### config.mk
export PLATFORM = sky130hd
export DESIGN_NAME = mmio_gpio_flat
export DESIGN_NICKNAME = d
export VERILOG_FILES = /design/src/rtl/mmio_gpio_pkg.sv /design/src/rtl/mmio_gpio_if.sv /design/src/rtl/key_debounce.sv /design/src/rtl/mmio_gpio.sv /design/src/flat_wrapper.sv
export SDC_FILE = /design/constraint.sdc
export NUM_CORES = 1
export LEC_CHECK = 0
export ABC_AREA = 1
export ABC_CLOCK_PERIOD_IN_PS = 4200
export CAP_MARGIN = 10
export CORE_UTILIZATION = 35
export DETAILED_ROUTE_END_ITERATION = 7
export PLACE_DENSITY = 0.62
export SYNTH_ARGS = -nofsm -noshare
export SYNTH_HDL_FRONTEND = slang
export SYNTH_SLANG_ARGS = --single-unit
### constraint.sdc
create_clock -name clk -period 4.2 [get_ports clk]
set_clock_uncertainty 0.15 [all_clocks]
set_input_delay 0.84 -clock clk [delete_from_list [all_inputs] [get_ports clk]]
set_output_delay 0.84 -clock clk [all_outputs]
set_load 0.02 [all_outputs]
### src/rtl/mmio_gpio_pkg.sv
// Shared constants for the memory-mapped GPIO peripheral.
// Holds the register offsets (word index within the window), the CTRL bit
// layout, the address window size and the press counter width.
package gpio_pkg;

  localparam int unsigned WINDOW_BYTES = 32;
  localparam int unsigned WINDOW_LSB   = $clog2(WINDOW_BYTES);

  // Word offsets, i.e. address[4:2].
  localparam logic [2:0] OFF_CTRL = 3'd0;
  localparam logic [2:0] OFF_LED  = 3'd1;
  localparam logic [2:0] OFF_SW   = 3'd2;
  localparam logic [2:0] OFF_KEY  = 3'd3;
  localparam logic [2:0] OFF_EDGE = 3'd4;
  localparam logic [2:0] OFF_CNT  = 3'd5;

  localparam int unsigned CTRL_MODE_BIT = 0;
  localparam int unsigned PRESS_CNT_W   = 16;

endpackage

### src/rtl/mmio_gpio_if.sv
// Core data-bus slice shared by dmem and the GPIO peripheral.
//   enabler_write : store strobe
//   address       : byte address
//   data_write    : store data
//   data_read     : load data (zero outside the peripheral window)
//   hit           : address falls inside the peripheral window
interface mmio_gpio_if;
  logic        enabler_write;
  logic [31:0] address;
  logic [31:0] data_write;
  logic [31:0] data_read;
  logic        hit;

  modport master (
    output enabler_write, address, data_write,
    input  data_read, hit
  );

  modport slave (
    input  enabler_write, address, data_write,
    output data_read, hit
  );
endinterface

### src/rtl/key_debounce.sv
// Per-key synchroniser and debouncer.
//   clk, reset : system clock, async active-high reset
//   key_n      : raw active-low key pin (asynchronous)
//   pressed    : debounced level, 1 = pressed
//   rise       : one-cycle pulse in the cycle whose closing edge accepts a press
module key_debounce #(
  parameter int unsigned DEBOUNCE_CYCLES = 50000
) (
  input  logic clk,
  input  logic reset,
  input  logic key_n,
  output logic pressed,
  output logic rise
);

  localparam int unsigned CNT_W = $clog2(DEBOUNCE_CYCLES);
  localparam logic [CNT_W-1:0] CNT_LAST = CNT_W'(DEBOUNCE_CYCLES - 1);

  logic             sync1_q, sync2_q;
  logic             stable_q;  // accepted pin level, 1 = released
  logic [CNT_W-1:0] cnt_q;
  logic             flip;

  assign flip = (sync2_q != stable_q) && (cnt_q == CNT_LAST);

  always_ff @(posedge clk or posedge reset) begin
    if (reset) begin
      sync1_q  <= 1'b1;
      sync2_q  <= 1'b1;
      stable_q <= 1'b1;
      cnt_q    <= '0;
    end else begin
      sync1_q <= key_n;
      sync2_q <= sync1_q;
      if (sync2_q == stable_q) begin
        cnt_q <= '0;
      end else if (flip) begin
        stable_q <= ~stable_q;
        cnt_q    <= '0;
      end else begin
        cnt_q <= cnt_q + CNT_W'(1);
      end
    end
  end

  assign pressed = ~stable_q;
  // Accepting a change while the pin was released means a new press.
  assign rise    = flip & stable_q;

endmodule

### src/rtl/mmio_gpio.sv
// Memory-mapped GPIO peripheral on the core data bus.
//   clk, reset : system clock, async active-high reset
//   bus        : data-bus slave (store strobe, address, data, load data, hit)
//   sw         : raw switch pins
//   key        : raw active-low key pins
//   led        : LED drive; mirrors switches masked by any key in legacy mode,
//                otherwise the software LED register
module mmio_gpio
  import gpio_pkg::*;
#(
  parameter int unsigned NUM_SW          = 10,
  parameter int unsigned NUM_KEY         = 3,
  parameter int unsigned NUM_LED         = 10,
  parameter logic [31:0] BASE_ADDR       = 32'h0000_0100,
  parameter int unsigned DEBOUNCE_CYCLES = 50000
) (
  input  logic               clk,
  input  logic               reset,
  mmio_gpio_if.slave         bus,
  input  logic [NUM_SW-1:0]  sw,
  input  logic [NUM_KEY-1:0] key,
  output logic [NUM_LED-1:0] led
);

  logic [2:0]             off;
  logic                   we;
  logic [NUM_SW-1:0]      sw_s1_q, sw_s2_q;
  logic [NUM_KEY-1:0]     pressed, rise;
  logic                   mode_q;
  logic [NUM_LED-1:0]     led_q;
  logic [NUM_KEY-1:0]     edge_q, edge_d;
  logic [PRESS_CNT_W-1:0] press_cnt_q, press_inc;
  logic [31:0]            rdata;
  logic [31:0]            sw_pad;

  assign bus.hit = (bus.address[31:WINDOW_LSB] == BASE_ADDR[31:WINDOW_LSB]);
  assign off     = bus.address[4:2];
  assign we      = bus.enabler_write & bus.hit;

  for (genvar i = 0; i < NUM_KEY; i++) begin : g_key
    key_debounce #(
      .DEBOUNCE_CYCLES(DEBOUNCE_CYCLES)
    ) u_debounce (
      .clk    (clk),
      .reset  (reset),
      .key_n  (key[i]),
      .pressed(pressed[i]),
      .rise   (rise[i])
    );
  end

  always_ff @(posedge clk or posedge reset) begin
    if (reset) begin
      sw_s1_q <= '0;
      sw_s2_q <= '0;
    end else begin
      sw_s1_q <= sw;
      sw_s2_q <= sw_s1_q;
    end
  end

  always_ff @(posedge clk or posedge reset) begin
    if (reset) begin
      mode_q <= 1'b0;
      led_q  <= '0;
    end else if (we) begin
      if (off == OFF_CTRL) mode_q <= bus.data_write[CTRL_MODE_BIT];
      if (off == OFF_LED)  led_q  <= bus.data_write[NUM_LED-1:0];
    end
  end

  // W1C clear first, then OR in new presses so a simultaneous set survives.
  always_comb begin
    edge_d = edge_q;
    if (we && (off == OFF_EDGE)) edge_d = edge_q & ~bus.data_write[NUM_KEY-1:0];
    edge_d = edge_d | rise;
  end

  always_comb begin
    press_inc = '0;
    for (int i = 0; i < NUM_KEY; i++) press_inc = press_inc + PRESS_CNT_W'(rise[i]);
  end

  always_ff @(posedge clk or posedge reset) begin
    if (reset) edge_q <= '0;
    else       edge_q <= edge_d;
  end

  always_ff @(posedge clk or posedge reset) begin
    if (reset)      press_cnt_q <= '0;
    else if (|rise) press_cnt_q <= press_cnt_q + press_inc;
  end

  always_comb begin
    rdata = '0;
    case (off)
      OFF_CTRL: rdata[CTRL_MODE_BIT]   = mode_q;
      OFF_LED:  rdata[NUM_LED-1:0]     = led_q;
      OFF_SW:   rdata[NUM_SW-1:0]      = sw_s2_q;
      OFF_KEY:  rdata[NUM_KEY-1:0]     = pressed;
      OFF_EDGE: rdata[NUM_KEY-1:0]     = edge_q;
      OFF_CNT:  rdata[PRESS_CNT_W-1:0] = press_cnt_q;
      default:  rdata = '0;
    endcase
  end

  assign bus.data_read = bus.hit ? rdata : 32'h0;

  // Zero-extend switches so LEDs beyond NUM_SW read 0 in legacy mode.
  always_comb begin
    sw_pad = '0;
    sw_pad[NUM_SW-1:0] = sw_s2_q;
    led = mode_q ? led_q : (sw_pad[NUM_LED-1:0] & {NUM_LED{~|pressed}});
  end

endmodule

### src/flat_wrapper.sv
// flat-port wrapper written by rule: the top's interface ports become plain ports
module mmio_gpio_flat import gpio_pkg::*;
#(
  parameter int unsigned NUM_SW          = 10,
  parameter int unsigned NUM_KEY         = 3,
  parameter int unsigned NUM_LED         = 10,
  parameter logic [31:0] BASE_ADDR       = 32'h0000_0100,
  parameter int unsigned DEBOUNCE_CYCLES = 50000
)
  (clk, reset, sw, key, led, bus_enabler_write, bus_address, bus_data_write, bus_data_read, bus_hit);
  mmio_gpio_if bus_i ();
  input  logic clk;
  input  logic reset;
  input  logic [NUM_SW-1:0] sw;
  input  logic [NUM_KEY-1:0] key;
  output logic [NUM_LED-1:0] led;
  input wire logic [$bits(bus_i.enabler_write)-1:0] bus_enabler_write;
  input wire logic [$bits(bus_i.address)-1:0] bus_address;
  input wire logic [$bits(bus_i.data_write)-1:0] bus_data_write;
  output wire logic [$bits(bus_i.data_read)-1:0] bus_data_read;
  output wire logic [$bits(bus_i.hit)-1:0] bus_hit;
  assign bus_i.enabler_write = bus_enabler_write;
  assign bus_i.address = bus_address;
  assign bus_i.data_write = bus_data_write;
  assign bus_data_read = bus_i.data_read;
  assign bus_hit = bus_i.hit;
  mmio_gpio #(.NUM_SW(NUM_SW), .NUM_KEY(NUM_KEY), .NUM_LED(NUM_LED), .BASE_ADDR(BASE_ADDR), .DEBOUNCE_CYCLES(DEBOUNCE_CYCLES)) u_core (.clk(clk), .reset(reset), .bus(bus_i), .sw(sw), .key(key), .led(led));
endmodule
After elaboration in Yosys (flattened, before gate mapping)
Cells that the tools add are included.

Input port bits: 80. Register bits after elaboration: 107.

Reductions and logical operators: 13. Eq/ne operators: 15. Add/sub/neg operators: 6. Mux-type cells: 13. Bitwise gates (word level): 14.

Operators by type and width (count): 2-to-1 mux 16 bit (7); adder 16 x 1 -> 16 bit (second input constant) (3); == test 16 bit (second input constant) (3); == test 27 x 4 -> 1 bit (second input constant) (1); one-hot mux 7 bit (3 select lines) (1); adder 16 x 1 -> 16 bit (1); adder 16 bit (1); AND 10 bit (1); 2-to-1 mux 10 bit (1); one-hot mux 2 bit (5 select lines) (1); AND reduction 2 bit (5); == test 3 x 2 -> 1 bit (second input constant) (2); == test 3 bit (second input constant) (2); 2-to-1 mux 6 bit (1); NOT 1 bit (6); one-hot mux 1 bit (6 select lines) (1); OR reduction 3 bit (2); AND 1 bit (4); logical AND 1 bit (4); AND 3 bit (1); == test 1 bit (3); == test 3 x 1 -> 1 bit (second input constant) (1); logical NOT 3 bit (1); 2-to-1 mux 3 bit (1); 5 further kinds (7).

Logic depth before layout (Yosys ltp)
Word-level depth: 6. Depth in mapped cells: 18.

Modules after synthesis
A second synthesis with hierarchy kept.

Cell total of the unflattened synthesis: 777. Area, all modules: 6102.1 µm².

By module, submodules not included: key_debounce (times used 3, cells each 140, area an instance 1074.8 µm², sequential area each 479.2 µm²); mmio_gpio (times used 1, cells each 357, area an instance 2877.8 µm², sequential area each 1251.2 µm²).

Least setup slack after synthesis
OpenSTA, ideal clock, no wires.

Path type: reg-to-reg. From: register u_core.g_key[1].u_debounce.cnt_q[0]. To: register u_core.press_cnt_q[14]. Path buffers: 0. Library setup time: 0.120 ns. Period minus slack after synthesis: 3.188 ns. Stages on the path, launching flop included: 18. Arrival time: 2.918 ns. Setup slack: 1.012 ns. Cells stage by stage: dfrtp_1 > ha_1 > nand3_1 > nor2_1 > nand4_1 > inv_1 > ha_1 > inv_1 > fa_1 > fa_1 > nor2_1 > nand2_1 > nor2_1 > nand3_1 > nand2_1 > nand2_1 > nand2_1 > nand2_1.

Cells in the longest elaborated chain, start to end: 6. Elaborated cells between the ends (all ways): 7. Those cells by class: add/sub (3); eq/ne (1); bitwise (1); reduce/logical (2).

Ends and longest elaborated chain: from (decl) (line key_debounce.sv:21) `logic [CNT_W-1:0] cnt_q;`; from (signal assigned) (line key_debounce.sv:41) `cnt_q <= cnt_q + CNT_W'(1);`; == test 16 bit (*) (line key_debounce.sv:24) `assign flip = (sync2_q != stable_q) && (cnt_q == CNT_LAST);`; logical AND 1 bit (*) (line key_debounce.sv:24); AND 1 bit (*) (line key_debounce.sv:48) `assign rise = flip & stable_q;`; adder 1 x 1 -> 2 bit (line mmio_gpio.sv:81) `for (int i = 0; i < NUM_KEY; i++) press_inc = press_inc + PRESS_CNT_W'(rise[i]);`; adder 16 x 1 -> 16 bit (line mmio_gpio.sv:81); adder 16 bit (line mmio_gpio.sv:91) `else if (|rise) press_cnt_q <= press_cnt_q + press_inc;`; to (signal assigned) (line mmio_gpio.sv:91); to (decl) (line mmio_gpio.sv:32) `logic [PRESS_CNT_W-1:0] press_cnt_q, press_inc;`.

Mark *: on every way between the ends. The rest lies on a longest branch, timed or not. A chain may end at the register's enable or synchronous reset.

Worst setup path after layout
From: input bus_address[3]. To: output bus_data_read[1].

Cells in the longest elaborated chain, start to end: 3. Elaborated cells between the ends (all ways): 7. Those cells by class: eq/ne (5); mux (2).

Ends and longest elaborated chain: from (decl) (line flat_wrapper.sv:18) `input wire logic [$bits(bus_i.address)-1:0] bus_address;`; == test 3 bit, or another cell as far along (line mmio_gpio.sv:96) `case (off)`; one-hot mux 2 bit (5 select lines) (*) (line mmio_gpio.sv:96); 2-to-1 mux 16 bit (*) (line mmio_gpio.sv:107) `assign bus.data_read = bus.hit ? rdata : 32'h0;`; to (decl) (line flat_wrapper.sv:20) `output wire logic [$bits(bus_i.data_read)-1:0] bus_data_read;`.

Marks and branches as above.

==> results_dict.tcl <==
set metrics [dict create \
    status "finished, final reports clean" \
    path_max_fanout 7 \
    coreArea_sq_um 15900 \
    fmax_mhz 249 \
    place.gp.congestion 0.866 \
    clock_path_buffers 2 \
    rows 46 \
    synth_top_family_by_area "simple AND/OR/NAND/NOR gates" \
    synth_compound_area_share_pct 8.72 \
    ys_seq_elements 107 \
    post-dp-hpwl_mm 9.85 \
    path_clk_slew_ps 80 \
    ys_top_cells_by_count "nand2_1 (158), nor2_1 (103), inv_1 (99), dfrtp_1 (98), nand3_1 (43)" \
    finalCritPeriodShare_pct 95.8 \
    wl_mm 13.2 \
    max_cap_viol_count 0 \
    start_kind "input port" \
    synth.area.top_cells "dfrtp_1 (43%), nand2_1 (10%), nor2_1 (6.8%)" \
    cts_tree "done" \
    die_w_um 130 \
    rsz0062_at_grt "false" \
    synthToLayoutAreaGrowth_pct 24.1 \
    ir_drop_uv 310 \
    ys_types 42 \
    initial_core_util_pct 35.9 \
    required_ps 3210 \
    end_kind "output pin" \
    boundaryPins 123 \
    tns_ps 0 \
    grt_pass1_vias 4577 \
    slowest_stage "clkdlybuf4s50_1" \
    wl_per_cell_um 12.7 \
    synth_top_area_share_pct 42.9 \
    synth_warnings 0 \
    critPathKind "in -> out" \
    numCtsBuffers 9 \
    fp.dieH_um 130 \
    syn_area_sq_um 5710 \
    dr.pass1.iters 5 \
    final_core_util_pct 44.6 \
    post_cts_resize_count 0 \
    setup_viol 0 \
    viasPerCell 4.67 \
    hold_viol 0 \
    antenna_found_initial 0 \
    grt_overflow_total 0 \
    power.density_nw_per_um2 298 \
    drtAntennaViolNets 0 \
    synthSimpleGateAreaFrac_pct 28.1 \
    synthXorXnorAreaFrac_pct 3.99 \
    clock-root-buffer "clkbuf_16" \
    async_flop_share_pct 100 \
    finalNetCount 910 \
    diodes 0 \
    power_leakage_nw 3.19 \
    hold-worst-slack_ps 204 \
    htreeDepth 3 \
    max_stage_delay_ps 630 \
    postCtsHoldBufs 0 \
    drc 0 \
    synth_mux_area_share_pct 0 \
    final_max_slew_viol_count 0 \
    io_buffers 82 \
    dr_total_vias 4876 \
    dieArea_sq_um 16800 \
    min_period_ps 4020 \
    post_cts_buffers 0 \
    synth-edff-count 0 \
    yosysSeqAreaShare_pct 47.1 \
    yosysMostFrequentCell "nand2_1" \
    worst_pin_slew_ps 872 \
    path_cells "clkdlybuf4s50_1 > inv_1 > nand2_1 > nor2_1 > inv_1 > o21ai_0 > nor3_1 > nor2_1 > clkdlybuf4s50_1" \
    drt_iter0_drc 295 \
    avgSynthCellArea_sq_um 7.79 \
    slew_headroom_pct 41.9 \
    cts_sinks 107 \
    hp-class "reg -> reg" \
    grt_pass1_wl_mm 22.0 \
    grt_usage_pct 16.8 \
    yosysTopAreaCell "dfrtp_1" \
    syn_inst 733 \
    synth-adder-area-share_pct 2.02 \
    ys.flop_type "dfrtp_1" \
    cp.arrival_ps 3030 \
    grt_max_degree 58 \
    drive_above_1_share_pct 5.80 \
    clock_latency_ps 370 \
]
[final timing paths]
| kind | start | to | slack, ps | depth (start not counted) |
|---|---|---|---|---|
| max in group asynchronous | reset | u_core.g_key[1].u_debounce.sync2_q | 2450 | 3 |
| min in group asynchronous | reset | u_core.g_key[2].u_debounce.cnt_q[11] | 730 | 2 |
| hold reg to reg | u_core.sw_s1_q[5] | u_core.sw_s2_q[5] | 200 | 0 |
| setup / recovery | bus_address[3] | bus_data_read[1] | 180 | 9 |
| setup reg to reg | u_core.g_key[1].u_debounce.cnt_q[0] | u_core.press_cnt_q[14] | 570 | 17 |
| hold / removal | u_core.sw_s1_q[5] | u_core.sw_s2_q[5] | 200 | 0 |
[layout by cell type (no fill, tap or decap), drive strengths merged]
cell             n
o22ai           14
clkbuf           9
dfstp            9
o21bai           1
nor2           104
nand2          158
and3             1
nand3           44
nand3b           3
a21oi           30
clkinv           4
conb            16
fa               2
a211oi           1
xnor2            9
or2              2
a22oi            3
buf              9
ha               6
o21ai           30
a31oi            3
clkdlybuf4s50   82
xor2            17
o211a            1
o2bb2ai          1
nor4             2
inv            108
dfrtp           98
a31o             1
nor3            29
nand4           29
o21a             1
[critical path, delay by kind of cell]
kind / cells / cell delay, ps
buf+inv: 4 / 1470
simple gates: 4 / 480
compound gates: 1 / 250
[cells by family (layout without fill, tap and decap cells)]
logic type / after synthesis / count (layout)
other: 1 / 16
adders and majority gates: 8 / 8
DFF: 107 / 107
and+or+nand+nor: 372 / 372
buffers and inverters: 133 / 212
xor gates and xnor gates: 26 / 26
AOI/OAI and AO/OA: 86 / 86
[per-layer routing]
layer  vias up  GRT usage [%]  wire, um
li1       2510              -         -
met1      2265           23.2      6400
met2        91           26.9      6180
met3        10           3.32       480
met4         0           4.92       139
met5         -              0         0
[power by group]
part           total (mW)  internal [mW]  switching (mW)
Clock               0.905          0.443           0.462
Sequential           1.06           1.05          0.0120
Combinational       0.144         0.0675          0.0764
[area by class of cell]
type                    count  area [sq um]
inverters                 105           397
repair buffers             91           901
fillers                  1592          8800
multi-input cells         508          2500
clock inverters             7           104
clock buffers               9           225
well taps                 216           270
flip-flops and latches    107          2690
[flip-flops by register name, summed over array words and instances, names as in the netlist]
register                          count
u_core.edge_q                         3
u_core.g_key.u_debounce.sync1_q       3
u_core.press_cnt_q                   16
u_core.g_key.u_debounce.stable_q      3
u_core.g_key.u_debounce.cnt_q        48
u_core.sw_s1_q                       10
u_core.led_q                         10
u_core.g_key.u_debounce.sync2_q       3
u_core.sw_s2_q                       10
u_core.mode_q                         1
[stage by stage]
stage               cell area (sq um)  power (mW)  std cells  worst slack (ps)
floorplan                        5770        1.16        748               408
global placement                 6760        1.23       1027               192
detailed placement               6760        1.23       1027               242
CTS                              7090        2.15       1043               220
global route                     7090        2.21       1043              40.5
finish                           7090        2.11       1043               176
(Power assumes the default switching activity.)
==> variant (same flow settings) <==
`DEBOUNCE_CYCLES` is set to 50000 in 3 places; all go to 100000.
--- a/src/rtl/key_debounce.sv
+++ b/src/rtl/key_debounce.sv
@@ -4,7 +4,7 @@
 //   pressed    : debounced level, 1 = pressed
 //   rise       : one-cycle pulse in the cycle whose closing edge accepts a press
 module key_debounce #(
-  parameter int unsigned DEBOUNCE_CYCLES = 50000
+  parameter int unsigned DEBOUNCE_CYCLES = 100000
 ) (
   input  logic clk,
   input  logic reset,
--- a/src/rtl/mmio_gpio.sv
+++ b/src/rtl/mmio_gpio.sv
@@ -12,7 +12,7 @@
   parameter int unsigned NUM_KEY         = 3,
   parameter int unsigned NUM_LED         = 10,
   parameter logic [31:0] BASE_ADDR       = 32'h0000_0100,
-  parameter int unsigned DEBOUNCE_CYCLES = 50000
+  parameter int unsigned DEBOUNCE_CYCLES = 100000
 ) (
   input  logic               clk,
   input  logic               reset,
--- a/src/flat_wrapper.sv
+++ b/src/flat_wrapper.sv
@@ -5,7 +5,7 @@
   parameter int unsigned NUM_KEY         = 3,
   parameter int unsigned NUM_LED         = 10,
   parameter logic [31:0] BASE_ADDR       = 32'h0000_0100,
-  parameter int unsigned DEBOUNCE_CYCLES = 50000
+  parameter int unsigned DEBOUNCE_CYCLES = 100000
 )
   (clk, reset, sw, key, led, bus_enabler_write, bus_address, bus_data_write, bus_data_read, bus_hit);
   mmio_gpio_if bus_i ();
Behaviour: same outputs for any inputs over 10 cycles, from zero or initial values and one cycle with reset high; that may be too few to reach the edited logic, so the function may still have changed.
==> variant against the unedited design <==
  * Final area grew 3.7%
  * Synthesized cell count up 5.2%
  * Largest cell class unchanged
  * Area after synthesis increased by 5.4%
  * Sequential cell count grew 3
  * Sequential share of layout area decreased by 0.33 points
  * Power grew 1.3%
  * Routed wire length increased by 0.74%
  * Critical endpoint is now bus_data_read[7]
  * Worst setup slack improved by 0.018 ns
==> variant: results (changes against the unedited design) <==
* Outcome: finished clean
* Antenna violations before repair at 0 (unchanged)
* Drt first pass iters at 5 (unchanged)
* RR Endpoint: u_core.press_cnt_q[14]$_DFFE_PP0P_
* Crit-path max FO at 7 (unchanged)
* Routability cong. at 0.8585 (-0.85%)
* WL per Instance at 12.32 um (-2.7%)
* Largest regs: u_core.g_key.u_debounce.cnt_q x51, u_core.press_cnt_q x16
* M2 GR Usage at 24.26% (-2.6 points)
* Reg2reg path depth at 19 (+2)
* Ratio of cells with drive above 1 in the final layout at 6.860% (+1.1 points)
* Sw power at 0.0005509 W (about the same)
* WHS Endpoint: u_core.sw_s2_q[7]$_DFF_PP0_
* Register area share after synthesis at 45.91% (-1.2 points)
* H-tree levels at 3 (unchanged)
* Hold Crit Depth at 0 (unchanged)
* Clk slew on worst S/H paths at 0.08 ns (about the same)
* Synth top cells by count: nand2_1, inv_1, nor2_1, dfrtp_1, nand3_1
* Clk root buf: clkbuf_16
* Top post-synthesis cells by area: dfrtp_1, nand2_1, inv_1
* Synthesized instance count at 771 (+5.2%)
* Inserted Clock Buffers at 9 (unchanged)
* Longest Clk Path Bufs at 2 (unchanged)
* PostCTS Resize Cnt at 0 (unchanged)
* Synth cell types at 39 (-7.1%)
* Final WL at 13300 um (+0.74%)
* Worst r2r src: u_core.g_key[1].u_debounce.cnt_q[0]$_DFF_PP0_
* Largest net degree at the start of global routing at 59 (+1.7%)
* M3 GR Usage at 3.995% (+0.67 points)
* Global-route wire length before repair at 22550 um (+2.4%)
* Iter 0 DRT Violations at 444 (+51%)
* Min-delay src: u_core.sw_s1_q[7]$_DFF_PP0_
* # port buffers at 82 (unchanged)
* # diodes at 0 (unchanged)
* Met1 Use GR at 22.71% (-0.52 points)
* Share of flip-flops with an asynchronous set or reset at 100.0% (unchanged)
* Final HPWL DP at 10080 um (+2.4%)
* Post-CTS Setup Bufs at 0 (unchanged)
* Hold Crit Class: register to register
* Final-stage net count at 943 (+3.6%)
* Top FF cell, synth: dfrtp_1
* Static Leak at 3.155 nW (-1.2%)
* GRT Util Overall at 15.87% (-0.97 points)
* Crit path DAT at 3.02 ns (about the same)
* Fill cell count at 1677 (+5.3%)
* Worst reg-to-reg setup slack at 0.54 ns (-0.03 ns)
* Worst-Margin Slew at 0.7332 ns (-0.1389 ns)
* Detail-routed via count per cell at 4.658 (-0.36%)
* Worst vdd ir at 0.2282 mV (-26%)
* Number of global-route vias before repair at 4652 (+1.6%)
* Synth warn at 0 (unchanged)
* Clock latency on the worst-skew pair at 0.37 ns (about the same)
## variant: changes by cell type in the layout (fill, tap and decap cells not counted), sizes merged, moves of 5 or more
| cell | unedited run | this run |
|---|---|---|
| nor3b | 0 | 6 |
| o21a | 1 | 7 |
| nor2 | 104 | 116 |
| nand4 | 29 | 10 |
| inv | 108 | 124 |
| nand3 | 44 | 49 |
| nand2 | 158 | 171 |
| xor2 | 17 | 9 |
| xnor2 | 9 | 4 |
| a211oi | 1 | 10 |
## variant: how the worst max path moves through the flow
stage               startpoint                          to  slack, ns  cells past startpoint
6_report       bus_address[18]            bus_data_read[7]       0.19                      9
5_1_grt        bus_address[26]            bus_data_read[0]        0.1                     10
4_1_cts        bus_address[18]            bus_data_read[7]       0.23                      9
3_5_place_dp   bus_address[18]            bus_data_read[7]       0.24                      9
3_3_place_gp   bus_address[18]            bus_data_read[7]       0.22                      9
2_1_floorplan            reset  u_core.edge_q[0]$_DFF_PP0_       0.32                      1
## variant: area by class of cell
cell class	instances	share of cell area [%]
flip-flops and latches	110	37.60
multi-input cells	526	36.12
repair buffers	87	11.85
inverters	121	6.213
well taps	220	3.745
clock buffers	9	3.064
clock inverters	7	1.413
## variant: metal layers
metal | vias up | routed length, um
met4 | 0 | 144
met2 | 85 | 5969
met3 | 14 | 502
li1 | 2601 | -
met1 | 2331 | 6687
met5 | - | 0
## variant: power by group through the flow
stage | Sequential [W] | Clock (W) | Combinational (W)
floorplan | 0.00111 | 0 | 0.0000802
global placement | 0.00111 | 0 | 0.000141
detailed placement | 0.00111 | 0 | 0.000142
CTS | 0.00109 | 0.000939 | 0.000142
global route | 0.00110 | 0.000981 | 0.000156
finish | 0.00109 | 0.000907 | 0.000140
## variant: worst max-delay path, stage by stage
cell	delay [ns]
clkdlybuf4s50_1	0.40
nor2_1	0.13
nand2_1	0.07
nor2_1	0.12
nand2_1	0.08
nor2_2	0.24
o21ai_1	0.28
a21oi_1	0.23
clkdlybuf4s50_1	0.63
## variant: cell families after synthesis
kind of cell / synth area share (%)
flops: 45.91
buf+inv: 10.93
xor+xnor: 2.826
compound gates: 9.123
other cells: 0.06228
simple gates: 29.24
fa+ha+maj: 1.912
## variant: metrics by stage
stage / setup slack [ns] / hold slack, ns / utilization, % / cell area [um2] / power (W)
after floorplan: 0.3226 / 0.1812 / - / 6077 / 0.001190
after global placement: 0.2196 / 0.1824 / 42.04 / 7022 / 0.001254
after detailed placement: 0.2397 / 0.1847 / 42.04 / 7022 / 0.001256
after CTS: 0.2342 / 0.2048 / 44.01 / 7351 / 0.002174
after global routing: 0.09584 / 0.2097 / 44.01 / 7351 / 0.002232
final: 0.1938 / 0.2034 / 44.01 / 7351 / 0.002139
